`src/rtl/op_eval_pkg.sv`:
```
// Shared opcode, state and helper definitions for the operator-evaluation unit.
package op_eval_pkg;

  localparam logic [2:0] OP_ADD   = 3'b000;
  localparam logic [2:0] OP_SUB   = 3'b001;
  localparam logic [2:0] OP_LOGIC = 3'b010;
  localparam logic [2:0] OP_EQ    = 3'b011;
  localparam logic [2:0] OP_SLL   = 3'b100;
  localparam logic [2:0] OP_SRL   = 3'b101;
  localparam logic [2:0] OP_SRA   = 3'b110;
  localparam logic [2:0] OP_ILL   = 3'b111;

  typedef enum logic [1:0] {
    ST_IDLE  = 2'd0,
    ST_SHIFT = 2'd1,
    ST_RESP  = 2'd2
  } state_e;

  function automatic logic is_shift(input logic [2:0] op);
    return (op == OP_SLL) || (op == OP_SRL) || (op == OP_SRA);
  endfunction

endpackage

```
`src/rtl/op_eval_shifter.sv`:
```
// Bit-serial shifter: working register plus down-counter, one position per step.
module op_eval_shifter
  import op_eval_pkg::*;
#(
  parameter int WIDTH   = 8,
  parameter int SHAMT_W = 3
) (
  input  logic               clk,
  input  logic               rst_n,
  input  logic               load,
  input  logic               step,
  input  logic               dir_left,
  input  logic               arith,
  input  logic [WIDTH-1:0]   load_val,
  input  logic [SHAMT_W-1:0] load_cnt,
  output logic [WIDTH-1:0]   val,
  output logic               last_out,
  output logic               done
);

  logic [WIDTH-1:0]   val_q, val_d;
  logic [SHAMT_W-1:0] cnt_q, cnt_d;
  logic               out_q, out_d;

  always_comb begin
    val_d = val_q;
    cnt_d = cnt_q;
    out_d = out_q;
    if (load) begin
      val_d = load_val;
      cnt_d = load_cnt;
      out_d = 1'b0;
    end else if (step) begin
      if (dir_left) begin
        val_d = {val_q[WIDTH-2:0], 1'b0};
        out_d = val_q[WIDTH-1];
      end else begin
        val_d = {arith & val_q[WIDTH-1], val_q[WIDTH-1:1]};
        out_d = val_q[0];
      end
      cnt_d = cnt_q - 1'b1;
    end
  end

  always_ff @(posedge clk or negedge rst_n) begin
    if (!rst_n) begin
      val_q <= '0;
      cnt_q <= '0;
      out_q <= 1'b0;
    end else begin
      val_q <= val_d;
      cnt_q <= cnt_d;
      out_q <= out_d;
    end
  end

  assign val      = val_q;
  assign last_out = out_q;
  // Asserted during the final step so the controller leaves SHIFT on that edge.
  assign done     = (cnt_q == {{(SHAMT_W-1){1'b0}}, 1'b1});

endmodule

```
`src/rtl/op_eval_unit.sv`:
```
// Iterative operator evaluator: one request in flight, valid/ready on both sides.
module op_eval_unit
  import op_eval_pkg::*;
#(
  parameter int WIDTH   = 8,
  parameter int SHAMT_W = 3
) (
  input  logic               clk,
  input  logic               rst_n,
  input  logic               req_valid,
  output logic               req_ready,
  input  logic [2:0]         req_op,
  input  logic [WIDTH-1:0]   req_a,
  input  logic [WIDTH-1:0]   req_b,
  input  logic [SHAMT_W-1:0] req_shamt,
  output logic               rsp_valid,
  input  logic               rsp_ready,
  output logic [WIDTH-1:0]   rsp_result,
  output logic               rsp_flag,
  output logic               rsp_err
);

  state_e           state_q, state_d;
  logic [2:0]       op_q, op_d;
  logic [WIDTH-1:0] a_q, a_d, b_q, b_d;

  logic             accept;
  logic             shf_load, shf_step, shf_done, shf_out;
  logic [WIDTH-1:0] shf_val;
  logic [WIDTH:0]   sum, diff;

  always_ff @(posedge clk or negedge rst_n) begin
    if (!rst_n) begin
      state_q <= ST_IDLE;
      op_q    <= OP_ADD;
      a_q     <= '0;
      b_q     <= '0;
    end else begin
      state_q <= state_d;
      op_q    <= op_d;
      a_q     <= a_d;
      b_q     <= b_d;
    end
  end

  always_comb begin
    state_d = state_q;
    case (state_q)
      ST_IDLE:  if (accept)
                  state_d = (is_shift(req_op) && (req_shamt != '0)) ? ST_SHIFT : ST_RESP;
      ST_SHIFT: if (shf_done) state_d = ST_RESP;
      ST_RESP:  if (rsp_ready) state_d = ST_IDLE;
      default:  state_d = ST_IDLE;
    endcase
  end

  always_comb begin
    req_ready = (state_q == ST_IDLE);
    rsp_valid = (state_q == ST_RESP);
    accept    = req_valid && req_ready;
    shf_load  = accept && is_shift(req_op);
    shf_step  = (state_q == ST_SHIFT);
  end

  always_comb begin
    op_d = accept ? req_op : op_q;
    a_d  = accept ? req_a  : a_q;
    b_d  = accept ? req_b  : b_q;
  end

  // Zero shifts also go through the shifter: it loads a and clears the flag.
  op_eval_shifter #(.WIDTH(WIDTH), .SHAMT_W(SHAMT_W)) u_shf (
    .clk      (clk),
    .rst_n    (rst_n),
    .load     (shf_load),
    .step     (shf_step),
    .dir_left (op_q == OP_SLL),
    .arith    (op_q == OP_SRA),
    .load_val (req_a),
    .load_cnt (req_shamt),
    .val      (shf_val),
    .last_out (shf_out),
    .done     (shf_done)
  );

  assign sum  = {1'b0, a_q} + {1'b0, b_q};
  assign diff = {1'b0, a_q} - {1'b0, b_q};

  // Results derive from registered operands only, so they hold under backpressure.
  always_comb begin
    rsp_result = '0;
    rsp_flag   = 1'b0;
    rsp_err    = 1'b0;
    case (op_q)
      OP_ADD: begin
        rsp_result = sum[WIDTH-1:0];
        rsp_flag   = sum[WIDTH];
      end
      OP_SUB: begin
        rsp_result = diff[WIDTH-1:0];
        rsp_flag   = diff[WIDTH];
      end
      OP_LOGIC: begin
        rsp_flag   = (a_q != '0) || (b_q == '0);
        rsp_result = {{(WIDTH-1){1'b0}}, rsp_flag};
      end
      OP_EQ: begin
        rsp_flag   = (a_q == b_q);
        rsp_result = {{(WIDTH-1){1'b0}}, rsp_flag};
      end
      OP_SLL, OP_SRL, OP_SRA: begin
        rsp_result = shf_val;
        rsp_flag   = shf_out;
      end
      default: rsp_err = 1'b1;
    endcase
  end

endmodule
```
`config.mk`:
```
export PLATFORM = sky130hd
export DESIGN_NAME = op_eval_unit
export DESIGN_NICKNAME = d
export VERILOG_FILES = /design/src/rtl/op_eval_pkg.sv /design/src/rtl/op_eval_shifter.sv /design/src/rtl/op_eval_unit.sv
export SDC_FILE = /design/constraint.sdc
export NUM_CORES = 1
export LEC_CHECK = 0
export ABC_AREA = 1
export CAP_MARGIN = 40
export CORE_MARGIN = 3
export CORE_UTILIZATION = 45
export DETAILED_ROUTE_END_ITERATION = 6
export PLACE_DENSITY_LB_ADDON = 0.12
export SYNTH_ARGS = -nofsm -noshare
export SYNTH_HDL_FRONTEND = slang
export SYNTH_HIERARCHICAL = 1
export SYNTH_SLANG_ARGS = --single-unit
```
`constraint.sdc`:
```
create_clock -name clk -period 3.6 [get_ports clk]
set_input_delay 0.72 -clock clk [delete_from_list [all_inputs] [get_ports clk]]
set_output_delay 0.72 -clock clk [all_outputs]
set_load 0.05 [all_outputs]
```
==> out/qor.csv, run 1 <==
metric;value;unit
TritonRoute pass-1 iters;4;
largest net degree at the start of global routing;34;
Core Rows;27;
Post-DP HPWL;5.482;mm
die width;82.36;um
GRT Overall Usage;22.29;%
area delta synth->final;20.60;%
WP data required;2.88;ns
antenna diode count;0;
hold path cells;2;
share of layout cells above drive strength 1;7.042;%
antenna violations before repair;0;
grt met3 use;2.820;%
DR WL/cell;13.70;um
global-route wire length before repair;11.46;mm
Mapped Nets;435;
MaxCap Viol Count;0;
GR Overflow Total;0;
Ports;38;
largest cells by area after synthesis;dfrtp_1, nand2_1, ha_1, nand3_1, inv_1;
syn avg cell area;6.745;um^2
Netlist Area Pre-Place;0.002624;mm^2
CP max stage cell;clkdlybuf4s50_1;
Clock Path Buffers;2;
Sequential cell area;825.8;um^2
Setup Skew;0.001248;ns
Worst-path clk slew;0.07;ns
htree depth;2;
Mapped Cells;389;
clk_lat worst skew;0.28;ns
HP Start;u_shf/last_out$_DFFE_PN0P_;
post-synthesis sequential area ratio;31.47;%
CP Class;reg2out;
Slowest Stage Delay on Critical Path;0.80;ns
fill count;568;
final antenna-violating net count;0;
ys flop type;dfrtp_1;
Clock Sinks;33;
Final Hold Fails;0;
GRT met1 Usage;28.78;%
Worst Max-Slew Pin Slew;0.7696;ns
die area;0.006783;mm^2
DRC Markers;0;
mean number of vias per cell;5.165;
setup bufs post-CTS;0;
Hold WC Path Type;reg2reg;
Crit Path Max Fanout;6;
Worst Hold Margin;0.5029;ns
GR peak layer;met2;
footprint of the multi-input gates;0.001548;mm^2
Setup TNS;0;ns
top-area cell type share of the netlist area;31.47;%
met2 Track Usage GR;37.58;%
biggest area consumer among synthesized cells;dfrtp_1;
vias;2572;
TritonCTS Buffers;5;
RSZ-0062 raised after global routing;false;
cell repeated most along the worst path;nand2_1;
R2R depth;8;
final layout net count;471;
CTS root buf;clkbuf_8;
Initial DRC Count;124;
crit end category;output port;
DRT Wirelength;6.824;mm
die height;82.36;um
starting density of the core;47.07;%
hold endpoint;u_shf/last_out$_DFFE_PN0P_;
outcome;finished clean;
post-synthesis cell type count;37;
Post-synth EDFFs;0;
TritonCTS clock tree;yes;
max frequency;293.2;MHz
Worst setup SP type;flip-flop;
Rel. slew slack;48.51;%
Arrival @ worst endpoint;2.69;ns
PortBufs;37;
final setup violation count;0;
reg-to-reg setup timing slack;1.44;ns
period utilization;94.75;%
routability cong.;0.9648;
vias in the first global route;2505;
Synth Register Bits;33;
reg2reg start;state_q[1]$_DFFE_PN0P_;
final critical-path required period;3.411;ns
Core Box Area;0.005574;mm^2
Async SR Flop Fraction;100.0;%
critical path, cell by cell;ha_1, nand2_1, inv_1, a21oi_1, nand2_1, nand2_1, nand3_1, nand3_1, clkdlybuf4s50_1;
reg2reg end;u_shf/val[5]$_DFFE_PN0P_;
Slew Limit Fails;0;
Ys Warns;6;
cells by family (layout without fill, tap and decap cells):
group | Yosys count | count (layout) | share of synthesized area (%)
AOI/OAI and AO/OA | 44 | 44 | 10.01
xor gates and xnor gates | 2 | 2 | 0.6677
adders and majority gates | 20 | 20 | 10.11
buffers and inverters | 56 | 93 | 9.537
DFF | 33 | 33 | 31.47
and+or+nand+nor | 234 | 234 | 38.20
cells in the mapped netlist, types with 2 or more instances:
cell type	number
buf_4	3
a21oi_1	11
o211ai_1	2
nor3_1	6
inv_1	38
nand3b_1	3
buf_6	3
dfrtp_1	33
nand2_2	2
nand4_1	3
inv_2	7
buf_2	4
o21ai_0	21
nand3_1	34
fa_1	2
a21boi_0	3
ha_1	18
nand2_1	143
nor2_1	35
area by class of cell:
cell class | count | area share, %
clock buffers | 5 | 2.175
clock inverters | 3 | 2.056
multi-input cells | 300 | 48.91
repair buffers | 40 | 12.57
well taps | 72 | 2.847
inverters | 45 | 5.338
flip-flops and latches | 33 | 26.10
critical path, delay by kind of cell, from the launching register on:
family          cells  cell delay [ns]
buf+inv             2             0.85
flops               1             0.44
simple gates        5             0.44
fa+ha+maj           1             0.42
compound gates      1             0.25
repair_timing:
item / in CTS / in global routing
setup endpoints to repair: 0 / 2
hold buffers: 0 / 0
gates resized for setup: 0 / 2
cells in the final DEF, fill, tap and decap left out, drive strengths merged, types with 8 or more instances in the layout:
| cell | Yosys | final |
|---|---|---|
| dfrtp | 33 | 33 |
| a21oi | 12 | 12 |
| inv | 45 | 45 |
| nor2 | 37 | 37 |
| nor3 | 8 | 8 |
| clkdlybuf4s50 | 0 | 35 |
| o21ai | 23 | 23 |
| nand2 | 146 | 146 |
| ha | 18 | 18 |
| nand3 | 35 | 35 |
worst max path at each step:
stage                          endpoint  depth (start not counted)  slack (ns)          startpoint
after CTS                 rsp_result[4]                         11        0.13  a_q[0]$_DFFE_PN0P_
final                     rsp_result[7]                          9        0.19  a_q[6]$_DFFE_PN0P_
after global placement    rsp_result[4]                         11        0.48  a_q[0]$_DFFE_PN0P_
after global routing           rsp_flag                         11        0.01  a_q[0]$_DFFE_PN0P_
after detailed placement  rsp_result[4]                         11        0.45  a_q[0]$_DFFE_PN0P_
after floorplan           rsp_result[4]                         10        1.05  a_q[0]$_DFFE_PN0P_
registers in the layout, indices dropped and copies added (netlist names):
signal / flops
a_q: 8
b_q: 8
u_shf/val: 8
op_q: 3
u_shf/cnt_q: 3
state_q: 2
u_shf/last_out: 1
through the flow:
step / util [%] / cell area [um^2] / instances / worst slack, ns
after floorplan: - / 2624 / 389 / 1.047
after global placement: 54.28 / 3025 / 490 / 0.4814
after detailed placement: 54.28 / 3025 / 490 / 0.4478
after CTS: 56.68 / 3159 / 498 / 0.1262
after global routing: 56.77 / 3164 / 498 / 0.01225
final: 56.77 / 3164 / 498 / 0.1890
layer usage:
| metal | vias up | routed length, um |
|---|---|---|
| li1 | 1307 | - |
| met1 | 1162 | 3189 |
| met2 | 82 | 3179 |
| met3 | 21 | 260 |
| met4 | 0 | 194 |
| met5 | - | 0 |
Power of run 1 is not shown: default switching activity piles up to over one toggle a cycle in this logic, so the estimate is an artifact.
==> run 2: changes to the inputs <==
Settings changed: SYNTH_HIERARCHICAL 1 to unset.
==> out/qor.csv, run 2 <==
metric;value;unit;change
outcome;finished clean;;
Post-synth EDFFs;0;;unchanged
CTS root buf;clkbuf_8;;
TritonCTS clock tree;yes;;
TritonRoute pass-1 iters;4;;unchanged
antenna violations before repair;0;;unchanged
final setup violation count;0;;unchanged
mean number of vias per cell;5.223;;+1.1%
Worst-path clk slew;0.07;ns;about the same
Async SR Flop Fraction;100.0;%;unchanged
Ys Warns;0;;-6
Setup Skew;0.004576;ns;+0.003328 ns
post-synthesis cell type count;37;;unchanged
post-route insts no fill;475;;-4.6%
Final Hold Fails;0;;unchanged
CP Class;reg2out;;
vias in the first global route;2353;;-6.1%
starting density of the core;46.78;%;-0.29 points
share of layout cells above drive strength 1;8.685;%;+1.6 points
ys flop type;dfrtp_1;;
final critical-path required period;3.368;ns;-0.04303 ns
Post-Route Utilization;56.03;%;-0.74 points
routability cong.;0.9596;;-0.54%
Crit Path Max Fanout;7;;+1
Worst setup SP type;flip-flop;;
Netlist Area Pre-Place;0.002608;mm^2;-0.62%
MaxCap Viol Count;0;;unchanged
PortBufs;37;;unchanged
Commonest cells post-synth;nand2_1, inv_1, dfrtp_1, nand3_1, o21ai_0;;
largest net degree at the start of global routing;34;;unchanged
top-area cell type share of the netlist area;31.67;%;+0.20 points
TritonCTS Buffers;5;;unchanged
hold_buf cts;0;;unchanged
max frequency;296.9;MHz;+1.3%
Setup TNS;0;ns;unchanged
Hold WC Path Type;reg2reg;;
crit end category;output port;;
DRT Wirelength;6.674;mm;-2.2%
dpl cells;467;;-4.7%
GR Overflow Total;0;;unchanged
setup bufs post-CTS;0;;unchanged
Rel. slew slack;65.73;%;+17 points
Arrival @ worst endpoint;2.65;ns;-0.04 ns
antenna diode count;0;;unchanged
WP data required;2.88;ns;about the same
area delta synth->final;19.77;%;
GRT Overall Usage;22.21;%;-0.084 points
Worst Hold Margin;0.5131;ns;+0.01023 ns
most common cell after layout, fill and taps aside;nand2_1;;
top-count cell post-synth;nand2_1;;
Clock Sinks;33;;unchanged
Mapped Cells;364;;-6.4%
Initial DRC Count;123;;-0.81%
htree depth;2;;unchanged
Worst Max-Slew Pin Slew;0.5132;ns;-0.2564 ns
RSZ-0062 raised after global routing;false;;
biggest area consumer among synthesized cells;dfrtp_1;;
Mapped Nets;410;;-5.7%
period utilization;93.55;%;-1.2 points
final antenna-violating net count;0;;unchanged
Ports;38;;unchanged
Synth Register Bits;33;;unchanged
final layout net count;448;;-4.9%
die area;0.006744;mm^2;-0.58%
syn avg cell area;7.163;um^2;+6.2%
largest cells by area after synthesis;dfrtp_1, nand2_1, ha_1, inv_1, nand3_1;;
Core Rows;27;;unchanged
clk_lat worst skew;0.29;ns;about the same
Core Box Area;0.005574;mm^2;unchanged
post-synthesis sequential area ratio;31.67;%;+0.20 points
most frequent cells in the layout;nand2_1, inv_1, dfrtp_1;;
DRC Markers;0;;unchanged
Slew Limit Fails;0;;unchanged
Post-DP HPWL;5.254;mm;-4.2%
DR WL/cell;14.05;um;+2.5%
Post-CTS Resized;0;;unchanged
die width;82.12;um;-0.29%
die height;82.12;um;-0.29%
Clock Path Buffers;2;;unchanged
vias;2481;;-3.5%
global-route wire length before repair;11.24;mm;-1.9%
## run 2: cell count changes in the layout (fill, tap and decap cells not counted), sizes merged, moves of 4 or more
cell / before / now
nand3: 35 / 30
o211ai: 3 / 7
o221ai: 0 / 10
nor2: 37 / 20
nand2: 146 / 126
inv: 45 / 57
## run 2: metal layers
layer | vias to the layer above | GRT usage (%) | wire length [um]
li1 | 1258 | - | -
met2 | 46 | 37.24 | 3216
met3 | 9 | 3.471 | 260
met5 | - | 0 | 0
met4 | 0 | 8.140 | 125
met1 | 1168 | 28.92 | 3072
## run 2: area by class of cell
type	instances	area (um^2)
Sequential cell	33	825.8
Clock inverter	3	17.52
Multi-Input combinational cell	267	1506
Tap cell	72	90.09
Clock buffer	5	68.82
Timing Repair Buffer	38	390.4
Fill cell	559	2451
Inverter	57	224.0
## run 2: path summary, 6_finish.rpt
| kind | from | to | slack (ns) | cells past startpoint |
|---|---|---|---|---|
| min in group asynchronous | rst_n | b_q[4]$_DFFE_PN0P_ | 0.83 | 2 |
| max | b_q[2]$_DFFE_PN0P_ | rsp_result[5] | 0.23 | 10 |
| max in group asynchronous | rst_n | a_q[1]$_DFFE_PN0P_ | 2.45 | 2 |
| min reg2reg | u_shf.last_out$_DFFE_PN0P_ | u_shf.last_out$_DFFE_PN0P_ | 0.51 | 2 |
| min | u_shf.last_out$_DFFE_PN0P_ | u_shf.last_out$_DFFE_PN0P_ | 0.51 | 2 |
| max reg2reg | state_q[0]$_DFFE_PN0P_ | u_shf.val[3]$_DFFE_PN0P_ | 2.08 | 8 |
## run 2: kinds of logic after synthesis
| group | synth area share (%) |
|---|---|
| XOR/XNOR | 0.3360 |
| flip-flops | 31.67 |
| buffers and inverters | 10.56 |
| adder cells (fa/ha/maj) | 10.17 |
| AND/OR/NAND/NOR | 32.82 |
| AO/OA/AOI/OAI | 14.44 |
## run 2: worst max-delay path, stage by stage (launching register included)
cell and delay [ns]:
dfrtp_1 0.39, inv_1 0.13, ha_1 0.32, a21oi_1 0.21, nand2_1 0.14, nand2_1 0.10
nand2_1 0.05, nand2_1 0.05, nand3_1 0.08, nand3_1 0.09, clkdlybuf4s50_1 0.80
## run 2: per-stage QoR
step                      instance area (um^2)  setup slack, ns
after floorplan                           2608           0.7610
after global placement                    3024           0.4639
after detailed placement                  3024           0.4023
after CTS                                 3110          0.06963
after global routing                      3123         0.006690
final                                     3123           0.2321
Power of run 2 is left out for the same reason.
==> run 3: changes to the inputs <==
Settings changed: ABC_CLOCK_PERIOD_IN_PS set to 3600, CORE_MARGIN 3 to 1.
==> out/qor.csv, run 3 (same netlist as run 2, synthesis figures left out) <==
metric;value;unit;change
most common cell after layout, fill and taps aside;nand2_1;;
Rel. slew slack;65.55;%;-0.18 points
Slew Limit Fails;0;;unchanged
clk_lat worst skew;0.29;ns;about the same
routability cong.;0.9437;;-1.7%
Clock Sinks;33;;unchanged
reg2reg start;state_q[0]$_DFFE_PN0P_;;
Ports;38;;unchanged
fill count;573;;+2.5%
setup bufs post-CTS;0;;unchanged
Setup Skew;0.006259;ns;+0.001684 ns
CTS root buf;clkbuf_8;;
Core Box Area;0.005540;mm^2;-0.61%
antenna violations before repair;0;;unchanged
Placed Area;0.003024;mm^2;unchanged
area delta synth->final;20.15;%;
DRC Markers;0;;unchanged
WP data required;2.88;ns;about the same
GRT Overall Usage;24.07;%;+1.9 points
share of layout cells above drive strength 1;8.685;%;unchanged
die area;0.006103;mm^2;-9.5%
Worst-path clk slew;0.07;ns;about the same
TritonCTS clock tree;yes;;
Core Rows;27;;unchanged
final layout net count;448;;unchanged
htree depth;2;;unchanged
CP startpoint;b_q[2]$_DFFE_PN0P_;;
vias in the first global route;2453;;+4.2%
TritonCTS Buffers;5;;unchanged
HP Start;u_shf.val[3]$_DFFE_PN0P_;;
Post-DP HPWL;5.298;mm;+0.83%
DRT Wirelength;6.703;mm;+0.43%
outcome;finished clean;;
PortBufs;37;;unchanged
Hold WC Path Type;reg2reg;;
period utilization;94.48;%;+0.93 points
Crit Path Max Fanout;7;;unchanged
largest net degree at the start of global routing;34;;unchanged
most frequent cells in the layout;nand2_1, inv_1, clkdlybuf4s50_1;;
starting density of the core;47.06;%;+0.29 points
Initial DRC Count;116;;-5.7%
die height;78.12;um;-4.9%
Final Hold Fails;0;;unchanged
Post-Route Utilization;56.55;%;+0.52 points
DR WL/cell;14.11;um;+0.43%
Final Instance Area;0.003133;mm^2;+0.32%
GR Overflow Total;0;;unchanged
Worst setup SP type;flip-flop;;
global-route wire length before repair;11.33;mm;+0.79%
Arrival @ worst endpoint;2.68;ns;+0.03 ns
vias;2452;;-1.2%
die width;78.12;um;-4.9%
crit end category;output port;;
final critical-path required period;3.401;ns;+0.03342 ns
Setup TNS;0;ns;unchanged
Clock Path Buffers;2;;unchanged
final setup violation count;0;;unchanged
TritonRoute pass-1 iters;4;;unchanged
antenna diode count;0;;unchanged
Worst Max-Slew Pin Slew;0.5159;ns;+0.002711 ns
hold_buf cts;0;;unchanged
final antenna-violating net count;0;;unchanged
RSZ-0062 raised after global routing;false;;
mean number of vias per cell;5.162;;-1.2%
max frequency;294.0;MHz;-0.98%
MaxCap Viol Count;0;;unchanged
CP Class;reg2out;;
## run 3: cell count changes in the layout (fill, tap and decap cells not counted), sizes merged
cell,previous run,this run
clkinvlp,1,0
dlymetal6s2s,5,3
clkdlybuf4s50,32,34
clkbuf,5,7
clkinv,2,1
## run 3: final timing paths
kind,cells past startpoint,to,slack (ns)
max,10,rsp_result[7],0.20
min reg2reg,2,u_shf.val[3]$_DFFE_PN0P_,0.56
max in group asynchronous,2,b_q[7]$_DFFE_PN0P_,2.45
min in group asynchronous,2,b_q[0]$_DFFE_PN0P_,0.83
max reg2reg,8,u_shf.val[1]$_DFFE_PN0P_,2.05
min,2,u_shf.val[3]$_DFFE_PN0P_,0.56
## run 3: what timing repair did
action	4_1_cts	5_1_grt
endpoints found under the hold margin	0	0
setup endpoints to repair	0	3
resized for setup	0	3
## run 3: stage by stage
| step | hold slack [ns] | std cells | worst slack, ns |
|---|---|---|---|
| CTS | 0.5565 | 475 | 0.08286 |
| detailed placement | 0.5415 | 467 | 0.4092 |
| global placement | 0.5061 | 467 | 0.4629 |
| finish | 0.5611 | 475 | 0.1987 |
| floorplan | 0.4244 | 364 | 0.7610 |
| global route | 0.5835 | 475 | 0.02215 |
## run 3: layer usage
layer  up-vias  global-route usage, %  routed length (um)  part of all wire [%]
met3        11                  3.256                 243                   3.6
met5         -                      0                   0                     0
met1      1126                  30.94                3152                    47
li1       1257                      -                   -                     -
met4         0                  10.37                 178                   2.7
met2        58                  40.35                3128                    47
## run 3: area by class of cell
| class | count | area [um^2] | area share, % |
|---|---|---|---|
| multi-input combinational | 267 | 1506 | 48.08 |
| sequential | 33 | 825.8 | 26.36 |
| timing repair buffer | 38 | 385.4 | 12.30 |
| inverter | 57 | 224.0 | 7.149 |
| clock buffer | 7 | 96.34 | 3.075 |
| tap | 72 | 90.09 | 2.875 |
| clock inverter | 1 | 5.005 | 0.1597 |
## run 3: critical path, stage by stage, from the launching register on
cell and delay, ns:
dfrtp_1 0.38, inv_1 0.13, ha_1 0.34, a21oi_1 0.21
nand2_1 0.15, nand2_1 0.11, nand2_1 0.05, nand2_1 0.06
nand3_1 0.07, nand3_1 0.09, clkdlybuf4s50_1 0.79
Power of run 3 is left out for the same reason.
